<file path="src/rtl/keyboard_playback_ctrl_if.sv">
// Control/status bundle between the keyboard decoder, the audio sample clock
// and the playback controller that owns the flash read address.
interface keyboard_playback_ctrl_if #(
  parameter int ADDR_W    = 23,
  parameter int SPEED_MAX = 3
);
  localparam int SPEED_W = $clog2(SPEED_MAX + 1);

  logic [7:0]         pressedkey;
  logic               sample_tick;
  logic [ADDR_W-1:0]  address;
  logic               addr_strobe;
  logic               direction;
  logic               pause;
  logic               restart;
  logic               done;
  logic [SPEED_W-1:0] speed;
  logic               loop_en;

  modport master (
    output pressedkey, sample_tick,
    input  address, addr_strobe, direction, pause, restart, done, speed, loop_en
  );

  modport slave (
    input  pressedkey, sample_tick,
    output address, addr_strobe, direction, pause, restart, done, speed, loop_en
  );
endinterface

</file>
<file path="src/rtl/keyboard_playback_ctrl.sv">
// Keyboard-driven playback FSM: turns ASCII key events into play/pause/direction/
// restart control and steps the flash read address once per audio sample tick.
module keyboard_playback_ctrl #(
  parameter int                ADDR_W     = 23,
  parameter logic [ADDR_W-1:0] START_ADDR = '0,
  parameter logic [ADDR_W-1:0] END_ADDR   = 23'h7FFFF,
  parameter int                SPEED_MAX  = 3,
  parameter logic [7:0]        KEY_E      = 8'h45,
  parameter logic [7:0]        KEY_D      = 8'h44,
  parameter logic [7:0]        KEY_B      = 8'h42,
  parameter logic [7:0]        KEY_F      = 8'h46,
  parameter logic [7:0]        KEY_R      = 8'h52,
  parameter logic [7:0]        KEY_U      = 8'h55,
  parameter logic [7:0]        KEY_S      = 8'h53,
  parameter logic [7:0]        KEY_L      = 8'h4C
) (
  input logic clock,
  input logic reset,
  keyboard_playback_ctrl_if.slave bus
);
  localparam int SPEED_W = $clog2(SPEED_MAX + 1);

  typedef logic [ADDR_W:0]    ext_t;
  typedef logic [SPEED_W-1:0] spd_t;
  typedef enum logic [2:0] {IDLE, PLAY, PAUSE, RESTART, DONE} state_t;

  function automatic spd_t spd_up(input spd_t s);
    return (s == spd_t'(SPEED_MAX)) ? s : s + spd_t'(1);
  endfunction

  function automatic spd_t spd_dn(input spd_t s);
    return (s == '0) ? s : s - spd_t'(1);
  endfunction

  state_t            state, state_n;
  logic [7:0]        key_p1;
  logic [ADDR_W-1:0] addr_q, addr_n;
  logic              dir_q, dir_n;
  spd_t              spd_q, spd_n;
  logic              loop_q, loop_n;
  logic              strobe_q, strobe_n;
  logic              pause_q, restart_q, done_q;
  logic              adv;

  // A key event is a level change onto one of the recognised codes.
  logic key_chg;
  logic ev_e, ev_d, ev_b, ev_f, ev_r, ev_u, ev_s, ev_l;
  assign key_chg = (bus.pressedkey != key_p1);
  assign ev_e = key_chg && (bus.pressedkey == KEY_E);
  assign ev_d = key_chg && (bus.pressedkey == KEY_D);
  assign ev_b = key_chg && (bus.pressedkey == KEY_B);
  assign ev_f = key_chg && (bus.pressedkey == KEY_F);
  assign ev_r = key_chg && (bus.pressedkey == KEY_R);
  assign ev_u = key_chg && (bus.pressedkey == KEY_U);
  assign ev_s = key_chg && (bus.pressedkey == KEY_S);
  assign ev_l = key_chg && (bus.pressedkey == KEY_L);

  // One extra bit so boundary tests cannot overflow.
  ext_t step, fwd_sum, bwd_lim;
  assign step    = ext_t'(spd_q) + ext_t'(1);
  assign fwd_sum = ext_t'(addr_q) + step;
  assign bwd_lim = ext_t'(START_ADDR) + step;

  always_comb begin
    state_n  = state;
    dir_n    = dir_q;
    spd_n    = spd_q;
    loop_n   = loop_q;
    addr_n   = addr_q;
    strobe_n = 1'b0;
    adv      = 1'b0;
    case (state)
      IDLE, PAUSE: begin
        if (ev_e)      state_n = PLAY;
        else if (ev_b) begin state_n = PLAY; dir_n = 1'b0; end
        else if (ev_f) begin state_n = PLAY; dir_n = 1'b1; end
        else if (ev_r) state_n = RESTART;
      end
      PLAY: begin
        if (ev_d)      state_n = PAUSE;
        else if (ev_r) state_n = RESTART;
        else if (ev_b) dir_n = 1'b0;
        else if (ev_f) dir_n = 1'b1;
        else           adv = bus.sample_tick;
      end
      RESTART: begin
        addr_n   = dir_q ? START_ADDR : END_ADDR;
        strobe_n = 1'b1;
        state_n  = PLAY;
      end
      DONE: begin
        if (ev_r || ev_e) state_n = RESTART;
        else if (ev_b)    begin state_n = PLAY; dir_n = 1'b0; end
        else if (ev_f)    begin state_n = PLAY; dir_n = 1'b1; end
      end
      default: state_n = IDLE;
    endcase

    if (state != RESTART) begin
      if (ev_u) spd_n = spd_up(spd_q);
      if (ev_s) spd_n = spd_dn(spd_q);
      if (ev_l) loop_n = ~loop_q;
    end

    // Advance uses the speed held before any same-cycle U/S event.
    if (adv) begin
      strobe_n = 1'b1;
      if (dir_q) begin
        if (fwd_sum > ext_t'(END_ADDR)) begin
          if (loop_q) addr_n = START_ADDR;
          else begin addr_n = END_ADDR; state_n = DONE; end
        end else begin
          addr_n = fwd_sum[ADDR_W-1:0];
        end
      end else begin
        if (ext_t'(addr_q) < bwd_lim) begin
          if (loop_q) addr_n = END_ADDR;
          else begin addr_n = START_ADDR; state_n = DONE; end
        end else begin
          addr_n = addr_q - step[ADDR_W-1:0];
        end
      end
    end
  end

  // Stage p1: every output is a register.
  always_ff @(posedge clock) begin
    if (reset) begin
      state     <= IDLE;
      key_p1    <= 8'h00;
      addr_q    <= START_ADDR;
      dir_q     <= 1'b1;
      spd_q     <= '0;
      loop_q    <= 1'b1;
      strobe_q  <= 1'b0;
      pause_q   <= 1'b1;
      restart_q <= 1'b0;
      done_q    <= 1'b0;
    end else begin
      state     <= state_n;
      key_p1    <= bus.pressedkey;
      addr_q    <= addr_n;
      dir_q     <= dir_n;
      spd_q     <= spd_n;
      loop_q    <= loop_n;
      strobe_q  <= strobe_n;
      pause_q   <= (state_n != PLAY);
      restart_q <= (state_n == RESTART);
      done_q    <= (state_n == DONE);
    end
  end

  assign bus.address     = addr_q;
  assign bus.addr_strobe = strobe_q;
  assign bus.direction   = dir_q;
  assign bus.pause       = pause_q;
  assign bus.restart     = restart_q;
  assign bus.done        = done_q;
  assign bus.speed       = spd_q;
  assign bus.loop_en     = loop_q;
endmodule

</file>
<file path="src/flat_wrapper.sv">
// flat-port wrapper written by rule: the top's interface ports become plain ports
module keyboard_playback_ctrl_flat 
#(
  parameter int                ADDR_W     = 23,
  parameter logic [ADDR_W-1:0] START_ADDR = '0,
  parameter logic [ADDR_W-1:0] END_ADDR   = 23'h7FFFF,
  parameter int                SPEED_MAX  = 3,
  parameter logic [7:0]        KEY_E      = 8'h45,
  parameter logic [7:0]        KEY_D      = 8'h44,
  parameter logic [7:0]        KEY_B      = 8'h42,
  parameter logic [7:0]        KEY_F      = 8'h46,
  parameter logic [7:0]        KEY_R      = 8'h52,
  parameter logic [7:0]        KEY_U      = 8'h55,
  parameter logic [7:0]        KEY_S      = 8'h53,
  parameter logic [7:0]        KEY_L      = 8'h4C
)
  (clock, reset, bus_pressedkey, bus_sample_tick, bus_address, bus_addr_strobe, bus_direction, bus_pause, bus_restart, bus_done, bus_speed, bus_loop_en);
  keyboard_playback_ctrl_if #(.ADDR_W(ADDR_W), .SPEED_MAX(SPEED_MAX)) bus_i ();
  input logic clock;
  input logic reset;
  input wire logic [$bits(bus_i.pressedkey)-1:0] bus_pressedkey;
  input wire logic [$bits(bus_i.sample_tick)-1:0] bus_sample_tick;
  output wire logic [$bits(bus_i.address)-1:0] bus_address;
  output wire logic [$bits(bus_i.addr_strobe)-1:0] bus_addr_strobe;
  output wire logic [$bits(bus_i.direction)-1:0] bus_direction;
  output wire logic [$bits(bus_i.pause)-1:0] bus_pause;
  output wire logic [$bits(bus_i.restart)-1:0] bus_restart;
  output wire logic [$bits(bus_i.done)-1:0] bus_done;
  output wire logic [$bits(bus_i.speed)-1:0] bus_speed;
  output wire logic [$bits(bus_i.loop_en)-1:0] bus_loop_en;
  assign bus_i.pressedkey = bus_pressedkey;
  assign bus_i.sample_tick = bus_sample_tick;
  assign bus_address = bus_i.address;
  assign bus_addr_strobe = bus_i.addr_strobe;
  assign bus_direction = bus_i.direction;
  assign bus_pause = bus_i.pause;
  assign bus_restart = bus_i.restart;
  assign bus_done = bus_i.done;
  assign bus_speed = bus_i.speed;
  assign bus_loop_en = bus_i.loop_en;
  keyboard_playback_ctrl #(.ADDR_W(ADDR_W), .START_ADDR(START_ADDR), .END_ADDR(END_ADDR), .SPEED_MAX(SPEED_MAX), .KEY_E(KEY_E), .KEY_D(KEY_D), .KEY_B(KEY_B), .KEY_F(KEY_F), .KEY_R(KEY_R), .KEY_U(KEY_U), .KEY_S(KEY_S), .KEY_L(KEY_L)) u_core (.clock(clock), .reset(reset), .bus(bus_i));
endmodule
</file>
<file path="config.mk">
export PLATFORM = sky130hd
export DESIGN_NAME = keyboard_playback_ctrl_flat
export DESIGN_NICKNAME = d
export VERILOG_FILES = /design/src/rtl/keyboard_playback_ctrl_if.sv /design/src/rtl/keyboard_playback_ctrl.sv /design/src/flat_wrapper.sv
export SDC_FILE = /design/constraint.sdc
export NUM_CORES = 1
export LEC_CHECK = 0
export ABC_AREA = 1
export CAP_MARGIN = 10
export CORE_ASPECT_RATIO = 0.9
export CORE_UTILIZATION = 60
export CTS_BUF_LIST = sky130_fd_sc_hd__clkbuf_8
export CTS_CLUSTER_SIZE = 28
export DETAILED_ROUTE_END_ITERATION = 10
export PLACE_DENSITY = 0.94
export SLEW_MARGIN = 20
export SYNTH_ARGS = -nofsm -noshare
export SYNTH_HDL_FRONTEND = slang
export SYNTH_SLANG_ARGS = --single-unit
</file>
<file path="constraint.sdc">
create_clock -name clock -period 7.07 [get_ports clock]
set_input_delay 1.0605 -clock clock [delete_from_list [all_inputs] [get_ports clock]]
set_output_delay 1.0605 -clock clock [all_outputs]
set_load 0.01 [all_outputs]
</file>
==> results of run 1 <==
cells by family after synthesis:
kind of cell | share of synthesized area, %
buffers and inverters | 12.8
flip-flops | 21.9
adder cells (fa/ha/maj) | 3.64
multiplexers | 0.260
AND/OR/NAND/NOR | 42.4
AO/OA/AOI/OAI | 10.1
XOR/XNOR | 8.88
routing by layer:
layer / GRT usage [%] / up-vias / part of all wire, %
met5: 0 / - / 0
met4: 12.3 / 0 / 1.7
met3: 7.02 / 26 / 8.9
met2: 49.6 / 206 / 45
met1: 43.1 / 1828 / 45
li1: - / 2010 / -
registers in the layout, summed over array words and instances (netlist names):
register	flops
u_core.key_p1	8
u_core.bus.done	1
u_core.bus.restart	1
u_core.bus.speed	2
u_core.bus.loop_en	1
u_core.bus.address	23
u_core.bus.pause	1
u_core.state	3
u_core.bus.addr_strobe	1
u_core.bus.direction	1
cells in the mapped netlist (10+ instances only):
master / number / share of area [%]
xnor2_1: 17 / 3.9
nor2_2: 15 / 2.4
nor3_1: 12 / 1.6
nand2_1: 182 / 18
dfxtp_1: 42 / 22
nor2_1: 70 / 6.8
nand3_1: 34 / 4.4
nand2_2: 20 / 3.3
a21oi_2: 10 / 2.3
nand4_1: 15 / 2.4
inv_1: 81 / 7.9
a21oi_1: 38 / 4.9
o21ai_0: 14 / 1.8
xor2_1: 22 / 5.0
power by group through the flow:
stage          Sequential (mW)  Combinational, mW  Clock, mW
6_report                 0.241             0.0421      0.197
5_1_grt                  0.241             0.0468      0.206
4_1_cts                  0.241             0.0415      0.198
3_5_place_dp             0.247             0.0413          0
3_3_place_gp             0.247             0.0398          0
2_1_floorplan            0.246             0.0271          0
through the flow:
stage / hold slack [ns] / instance area, um2 / total power, mW
after global routing: 0.545 / 4320 / 0.495
final: 0.530 / 4320 / 0.480
after global placement: 0.503 / 4200 / 0.286
after detailed placement: 0.518 / 4200 / 0.288
after CTS: 0.531 / 4310 / 0.480
after floorplan: 0.518 / 3850 / 0.274
worst max-delay path, cell delays in order:
cell	delay, ns
clkdlybuf4s50_1	0.50
inv_1	0.08
nor4_2	0.45
nand4_1	0.27
nand2_1	0.11
nor2_1	0.05
buf_4	0.21
nor2_2	0.75
nand2_1	0.13
nand2_1	0.10
inv_1	0.07
a21oi_2	0.12
path summary, 6_finish.rpt:
path | startpoint | cells past startpoint | endpoint
min | u_core.bus.speed[1] | 2 | u_core.bus.speed[1]
min reg2reg | u_core.bus.speed[1] | 2 | u_core.bus.speed[1]
max reg2reg | u_core.bus.speed[0] | 17 | u_core.bus.restart
max | bus_pressedkey[6] | 12 | u_core.bus.address[16]
final cells by class:
type	instances	share of cell area, %
Sequential cell	42	19.5
Multi-Input combinational cell	479	58.3
Timing Repair Buffer	43	9.86
Inverter	84	7.31
Clock buffer	5	1.59
Clock inverter	3	0.957
Tap cell	87	2.52
==> flow_summary.yaml, run 1 <==
status:
  status: "finished clean"
sta:
  finalCritPeriodShare_pct: 51.9
  fin_crit_ns: 3.67
  clock_skew_ns: 0.00694
  slew_headroom_pct: 36.1
  tightest_slew_ns: 0.958
  timing.setup.tns_ns: 0
  fin_ws_ns: 3.40
  hold_viol_final: 0
  maxSlewViolCount: 0
  setup_violations: 0
  fmax_ghz: 0.272
  grt_setup_unrepaired: "no"
setup_path:
  end_kind: "flip-flop"
  required_ns: 7.31
  r2r_setup_slack_ns: 3.59
  cp.arrival_ns: 3.91
  crit_type: "in2reg"
  worst-path-max-fanout: 22
  start_kind: "input port"
run:
  maxCapViolCount: 0
floorplan:
  rows: 27
  io_pins: 42
  start_util_pct: 62.6
  core_area_um2: 6150
  die_y_um: 78.0
  dieArea_um2: 6740
  die_x_um: 86.4
synthesis:
  synth-main-ff-cell: "dfxtp_1"
  syn_area_per_cell_um2: 6.10
  syn_area_um2: 3850
  ys_seq_elements: 42
  syn_inst: 631
  synthArstFlopShare_pct: 0
  yosys_warnings: 0
  synth_edf_count: 0
  synth.distinct_cells: 38
  syn_nets: 652
  seq_area_frac_synth_pct: 21.9
cts:
  cts_resized: 0
  cts_hold_buf: 0
  htree_levels: 2
  cts_tree: "built"
  clk_pin_slew_worst_paths_ns: 0.08
  clock_latency_ns: 0.31
  cts.sinks: 42
  cts_buffer_depth: 2
  cts_buffers: 5
  cts_setup_buffers: 0
  cts-root-buf: "clkbuf_8"
routing:
  num_vias: 4070
  first_iter_violations: 446
  remaining_drc_errors: 0
  route.detailed.wl_per_inst_um: 13.9
  first_pass_iters: 5
  vias_per_cell: 5.48
  wirelength_mm: 10.3
  antenna_left: 0
global_routing:
  grt_overflow: 0
  track_usage_pct: 32.0
  grt_max_degree: 39
  grt_pass1_vias: 3777
  antenna_found_initial: 0
  grt_pass1_wl_mm: 17.0
finish:
  multiInputGateArea_um2: 2510
  final_common_cell: "nand2_1"
  instances_no_fill: 743
  post-route-util_pct: 70.2
  syn2layout_area_growth_pct: 12.2
  num_antenna_cells: 0
  nets: 676
  drive_above_1_share_pct: 10.4
  n_fill_cell: 538
  seqCellArea_um2: 841
  final_cell_mix: "nand2_1, inv_1, nor2_1"
placement:
  dp_cells: 735
  place_congestion: 0.987
  port_buffers: 41
  place_ws_ns: 3.15
  hpwl_mm: 7.52
power:
  p_clk_share_pct: 41.0
  seqPwrFrac_pct: 50.3
  internal-power_mw: 0.360
  combPwrFrac_pct: 8.8
  swShare_pct: 24.9
  p_leak_nw: 2.06
  peakVddDrop_v: 0.0000905
  switchingPower_mw: 0.119
  powerDensity_nw_per_um2: 111
min_path:
  min_path_type: "reg2reg"
No activity file was read; power rests on OpenSTA's default activity.
==> run 2, diff against run 1 <==
--- a/config.mk
+++ b/config.mk
@@ -8,11 +8,11 @@
 export ABC_AREA = 1
 export CAP_MARGIN = 10
 export CORE_ASPECT_RATIO = 0.9
-export CORE_UTILIZATION = 60
+export CORE_UTILIZATION = 59
 export CTS_BUF_LIST = sky130_fd_sc_hd__clkbuf_8
 export CTS_CLUSTER_SIZE = 28
 export DETAILED_ROUTE_END_ITERATION = 10
-export PLACE_DENSITY = 0.94
+export PLACE_DENSITY = 0.93
 export SLEW_MARGIN = 20
 export SYNTH_ARGS = -nofsm -noshare
 export SYNTH_HDL_FRONTEND = slang
==> constraint.sdc (replaced) <==
create_clock -name clock -period 3.5 [get_ports clock]
set_input_delay 0.525 -clock clock [delete_from_list [all_inputs] [get_ports clock]]
set_output_delay 0.525 -clock clock [all_outputs]
set_load 0.01 [all_outputs]
==> flow_summary.yaml, run 2 (synthesis results as in run 1) <==
status:
  status: "finished clean"
global_routing:
  top_usage_layer: "met2"
  grt_pass1_wl_mm: 17.3
  met1_usage_pct: 44.3
  antenna_found_initial: 0
  grt_util_met2_pct: 51.3
  track_usage_pct: 32.1
  grt_max_degree: 23
  grt_pass1_vias: 3723
  use_met3_pct: 4.94
  grt_overflow: 0
cts:
  cts_tree: "built"
  clock_latency_ns: 0.31
  clk_pin_slew_worst_paths_ns: 0.09
  cts.sinks: 42
  cts_setup_buffers: 0
  cts_hold_buf: 0
  cts_buffer_depth: 2
  cts-root-buf: "clkbuf_8"
  htree_levels: 2
  cts_resized: 0
  cts_buffers: 5
setup_path:
  cp_slowest_cell: "fa_1"
  critPathMaxStageDelay_ns: 0.43
  end_kind: "flip-flop"
  cp.arrival_ns: 3.49
  r2r_setup_slack_ns: 0.26
  path_common_cell: "nand2_1"
  worst-path-buf-inv: 2
  worst-path-max-fanout: 17
  crit_type: "reg2reg"
  start_kind: "flip-flop"
  crit_family: "simple AND/OR/NAND/NOR gates"
  required_ns: 3.75
  crit_path_cell_trace: "inv_1, ha_1, inv_1, fa_1, o21ai_1, nand2_1, nor2_2, nand2_1, nand2_2, nand2_2, nor2_4, nand3_4, nor2_8, nor2_1, nand3_1, nand2_1, nor2_1"
sta:
  finalCritPeriodShare_pct: 92.6
  grt_setup_unrepaired: "no"
  slew_headroom_pct: 53.1
  hold_viol_final: 0
  clock_skew_ns: 0.00917
  fin_crit_ns: 3.24
  tightest_slew_ns: 0.701
  timing.hold.ws_ns: 0.551
  setup_violations: 0
  timing.setup.tns_ns: 0
  fmax_ghz: 0.309
  maxSlewViolCount: 0
finish:
  largest_reg_flops: 23
  final_cell_mix: "nand2_1, inv_1, nor2_1"
  post-route-util_pct: 70.0
  n_fill_cell: 583
  num_antenna_cells: 0
  syn2layout_area_growth_pct: 13.1
  final_common_cell: "nand2_1"
  design_area_um2: 4350
  instances_no_fill: 748
  nets: 681
  drive_above_1_share_pct: 10.9
routing:
  route.detailed.wl_per_inst_um: 13.9
  num_vias: 4046
  remaining_drc_errors: 0
  wirelength_mm: 10.4
  antenna_left: 0
  first_pass_iters: 6
  vias_per_cell: 5.41
  first_iter_violations: 347
floorplan:
  rows: 27
  die_y_um: 78.6
  io_pins: 42
  start_util_pct: 61.9
  core_area_um2: 6220
  die_x_um: 87.1
  dieArea_um2: 6850
placement:
  placed_area_um2: 4240
  place_congestion: 1.02
  dp_cells: 740
  port_buffers: 41
  hpwl_mm: 7.83
power:
  powerDensity_nw_per_um2: 226
  p_leak_nw: 2.09
  peakVddDrop_v: 0.000201
min_path:
  min_path_type: "reg2reg"
run:
  maxCapViolCount: 0
-- run 2: cell count changes in the layout (fill, tap and decap cells not counted) --
cell,delta
buf_4,+5
nor2_1,+1
nor2_2,-1
-- run 2: per-stage QoR --
step | total power, mW | setup WS (ns)
global placement | 0.582 | 0.430
global route | 1.00 | 0.0126
detailed placement | 0.584 | 0.259
finish | 0.982 | 0.260
floorplan | 0.553 | 0.753
CTS | 0.977 | 0.286
-- run 2: worst paths after layout --
path	start	to	cells after the start
setup reg to reg	u_core.bus.speed[0]	u_core.bus.restart	17
setup / recovery	u_core.bus.speed[0]	u_core.bus.restart	17
hold reg to reg	u_core.bus.address[21]	u_core.bus.address[21]	2
hold / removal	u_core.bus.address[21]	u_core.bus.address[21]	2
-- run 2: area by class of cell --
cell class / instances / area, um2 / share of cell area (%)
Multi-Input combinational cell: 479 / 2510 / 57.8
Sequential cell: 42 / 841 / 19.3
Timing Repair Buffer: 48 / 463 / 10.6
Inverter: 84 / 315 / 7.25
Tap cell: 87 / 109 / 2.50
Clock buffer: 5 / 68.8 / 1.58
Clock inverter: 3 / 41.3 / 0.949
-- run 2: worst min-delay path: cells and delay by family (launching register included) --
kind,cells,cell delay (ns)
and+or+nand+nor,1,0.09
DFF,1,0.37
AOI/OAI and AO/OA,1,0.06
-- run 2: layer usage --
| metal | part of all wire (%) | wire [um] |
|---|---|---|
| met1 | 45 | 4680 |
| met4 | 1.8 | 187 |
| met3 | 8.5 | 882 |
| met2 | 45 | 4640 |
| met5 | 0 | 0 |
-- run 2: power breakdown --
| group | internal, mW | switching [mW] |
|---|---|---|
| registers | 0.483 | 0.00376 |
| logic | 0.0360 | 0.0523 |
| clock network | 0.211 | 0.196 |
==> run 3, diff against run 2 <==
--- a/config.mk
+++ b/config.mk
@@ -7,12 +7,11 @@
 export LEC_CHECK = 0
 export ABC_AREA = 1
 export CAP_MARGIN = 10
-export CORE_ASPECT_RATIO = 0.9
 export CORE_UTILIZATION = 59
 export CTS_BUF_LIST = sky130_fd_sc_hd__clkbuf_8
 export CTS_CLUSTER_SIZE = 28
 export DETAILED_ROUTE_END_ITERATION = 10
-export PLACE_DENSITY = 0.93
+export PLACE_DENSITY = 0.91
 export SLEW_MARGIN = 20
 export SYNTH_ARGS = -nofsm -noshare
 export SYNTH_HDL_FRONTEND = slang
==> flow_summary.yaml, run 3 (synthesis results as in run 1) <==
placement:
  port_buffers: 41
  place_ws_ns: 0.316
  hpwl_mm: 7.58
  place_congestion: 1.00
setup_path:
  crit_path_cell_trace: "inv_1, ha_1, inv_1, fa_1, o21ai_1, nand2_1, nor2_2, nand2_1, nand2_2, nand2_2, nor2_4, nand3_4, nor2_8, nor2_1, nand3_1, a21oi_1"
  worst-path-buf-inv: 2
  critPathMaxStageDelay_ns: 0.43
  start_kind: "flip-flop"
  end_kind: "flip-flop"
  crit_family: "simple AND/OR/NAND/NOR gates"
  cp.arrival_ns: 3.35
  worst-path-max-fanout: 17
  cp_slowest_cell: "fa_1"
  required_ns: 3.66
  crit_type: "reg2reg"
run:
  maxCapViolCount: 0
floorplan:
  start_util_pct: 60.9
  io_pins: 42
  die_y_um: 82.8
  rows: 29
  die_x_um: 82.8
  core_area_um2: 6310
  dieArea_um2: 6850
finish:
  final_cell_mix: "nand2_1, inv_1, nor2_1"
  largest_reg_flops: 23
  nets: 680
  final_common_cell: "nand2_1"
  n_fill_cell: 594
  syn2layout_area_growth_pct: 12.3
  num_antenna_cells: 0
  drive_above_1_share_pct: 10.8
routing:
  first_pass_iters: 5
  num_vias: 4020
  vias_per_cell: 5.45
  route.detailed.wl_per_inst_um: 13.4
  wirelength_mm: 9.91
  remaining_drc_errors: 0
  antenna_left: 0
  first_iter_violations: 291
sta:
  setup_violations: 0
  fmax_ghz: 0.313
  grt_setup_unrepaired: "no"
  tightest_slew_ns: 0.854
  hold_viol_final: 0
  fin_crit_ns: 3.20
  maxSlewViolCount: 0
  clock_skew_ns: 0.00352
  slew_headroom_pct: 42.9
  fin_ws_ns: 0.302
  timing.setup.tns_ns: 0
  finalCritPeriodShare_pct: 91.4
cts:
  cts_resized: 0
  cts_tree: "built"
  cts_buffer_depth: 2
  clk_pin_slew_worst_paths_ns: 0.09
  cts_setup_buffers: 0
  clock_latency_ns: 0.30
  htree_levels: 2
  cts_buffers: 5
  cts_hold_buf: 0
  cts-root-buf: "clkbuf_8"
  cts.sinks: 42
power:
  finalPower_mw: 0.902
  powerDensity_nw_per_um2: 209
  p_leak_nw: 2.08
  peakVddDrop_v: 0.000185
global_routing:
  grt_pass1_wl_mm: 16.6
  grt_pass1_vias: 3666
  grt_max_degree: 23
  antenna_found_initial: 0
  grt_overflow: 0
  track_usage_pct: 31.8
min_path:
  min_path_type: "reg2reg"
status:
  status: "finished clean"
-- run 3: changes by cell type in the layout (fill, tap and decap cells not counted), sizes merged --
cell,previous run,this run
buf,7,6
clkinvlp,1,0
clkinv,1,3
bufinv,1,0
-- run 3: path summary, 6_finish.rpt --
path                                           from             endpoint  slack [ns]  cells after the start
worst min register to register  u_core.bus.speed[1]  u_core.bus.speed[1]        0.54                      2
worst min-delay path            u_core.bus.speed[1]  u_core.bus.speed[1]        0.54                      2
worst max-delay path            u_core.bus.speed[0]      u_core.bus.done        0.30                     16
worst max register to register  u_core.bus.speed[0]      u_core.bus.done        0.30                     16
-- run 3: layout make-up --
cell class / count / area, um2 / share of cell area, %
multi-input cells: 479 / 2510 / 58.2
flip-flops and latches: 42 / 841 / 19.5
repair buffers: 47 / 468 / 10.8
inverters: 84 / 315 / 7.30
well taps: 77 / 96.3 / 2.23
clock buffers: 5 / 68.8 / 1.59
clock inverters: 3 / 17.5 / 0.406
-- run 3: per-layer routing --
metal	GRT usage [%]	up-vias	part of all wire, %
met3	4.29	25	8.6
li1	-	2014	-
met5	0	-	0
met1	42.0	1787	44
met4	12.2	0	2.5
met2	52.3	194	45
-- run 3: worst min-delay path, cell delays in order (launching register included) --
cell     delay, ns
dfxtp_1       0.33
inv_1         0.09
a21oi_1       0.07
-- run 3: stage by stage --
step / util, % / hold slack [ns] / cells / area (um2)
3_5_place_dp: 67.0 / 0.526 / 729 / 4230
5_1_grt: 68.4 / 0.571 / 737 / 4320
3_3_place_gp: 67.0 / 0.508 / 729 / 4230
6_report: 68.4 / 0.542 / 737 / 4320
2_1_floorplan: - / 0.518 / 631 / 3850
4_1_cts: 68.4 / 0.546 / 737 / 4320
-- run 3: where the power goes --
| group | internal [mW] | switching [mW] |
|---|---|---|
| sequential | 0.483 | 0.00377 |
| combinational | 0.0365 | 0.0500 |
| clock | 0.138 | 0.190 |
| total | 0.658 | 0.244 |
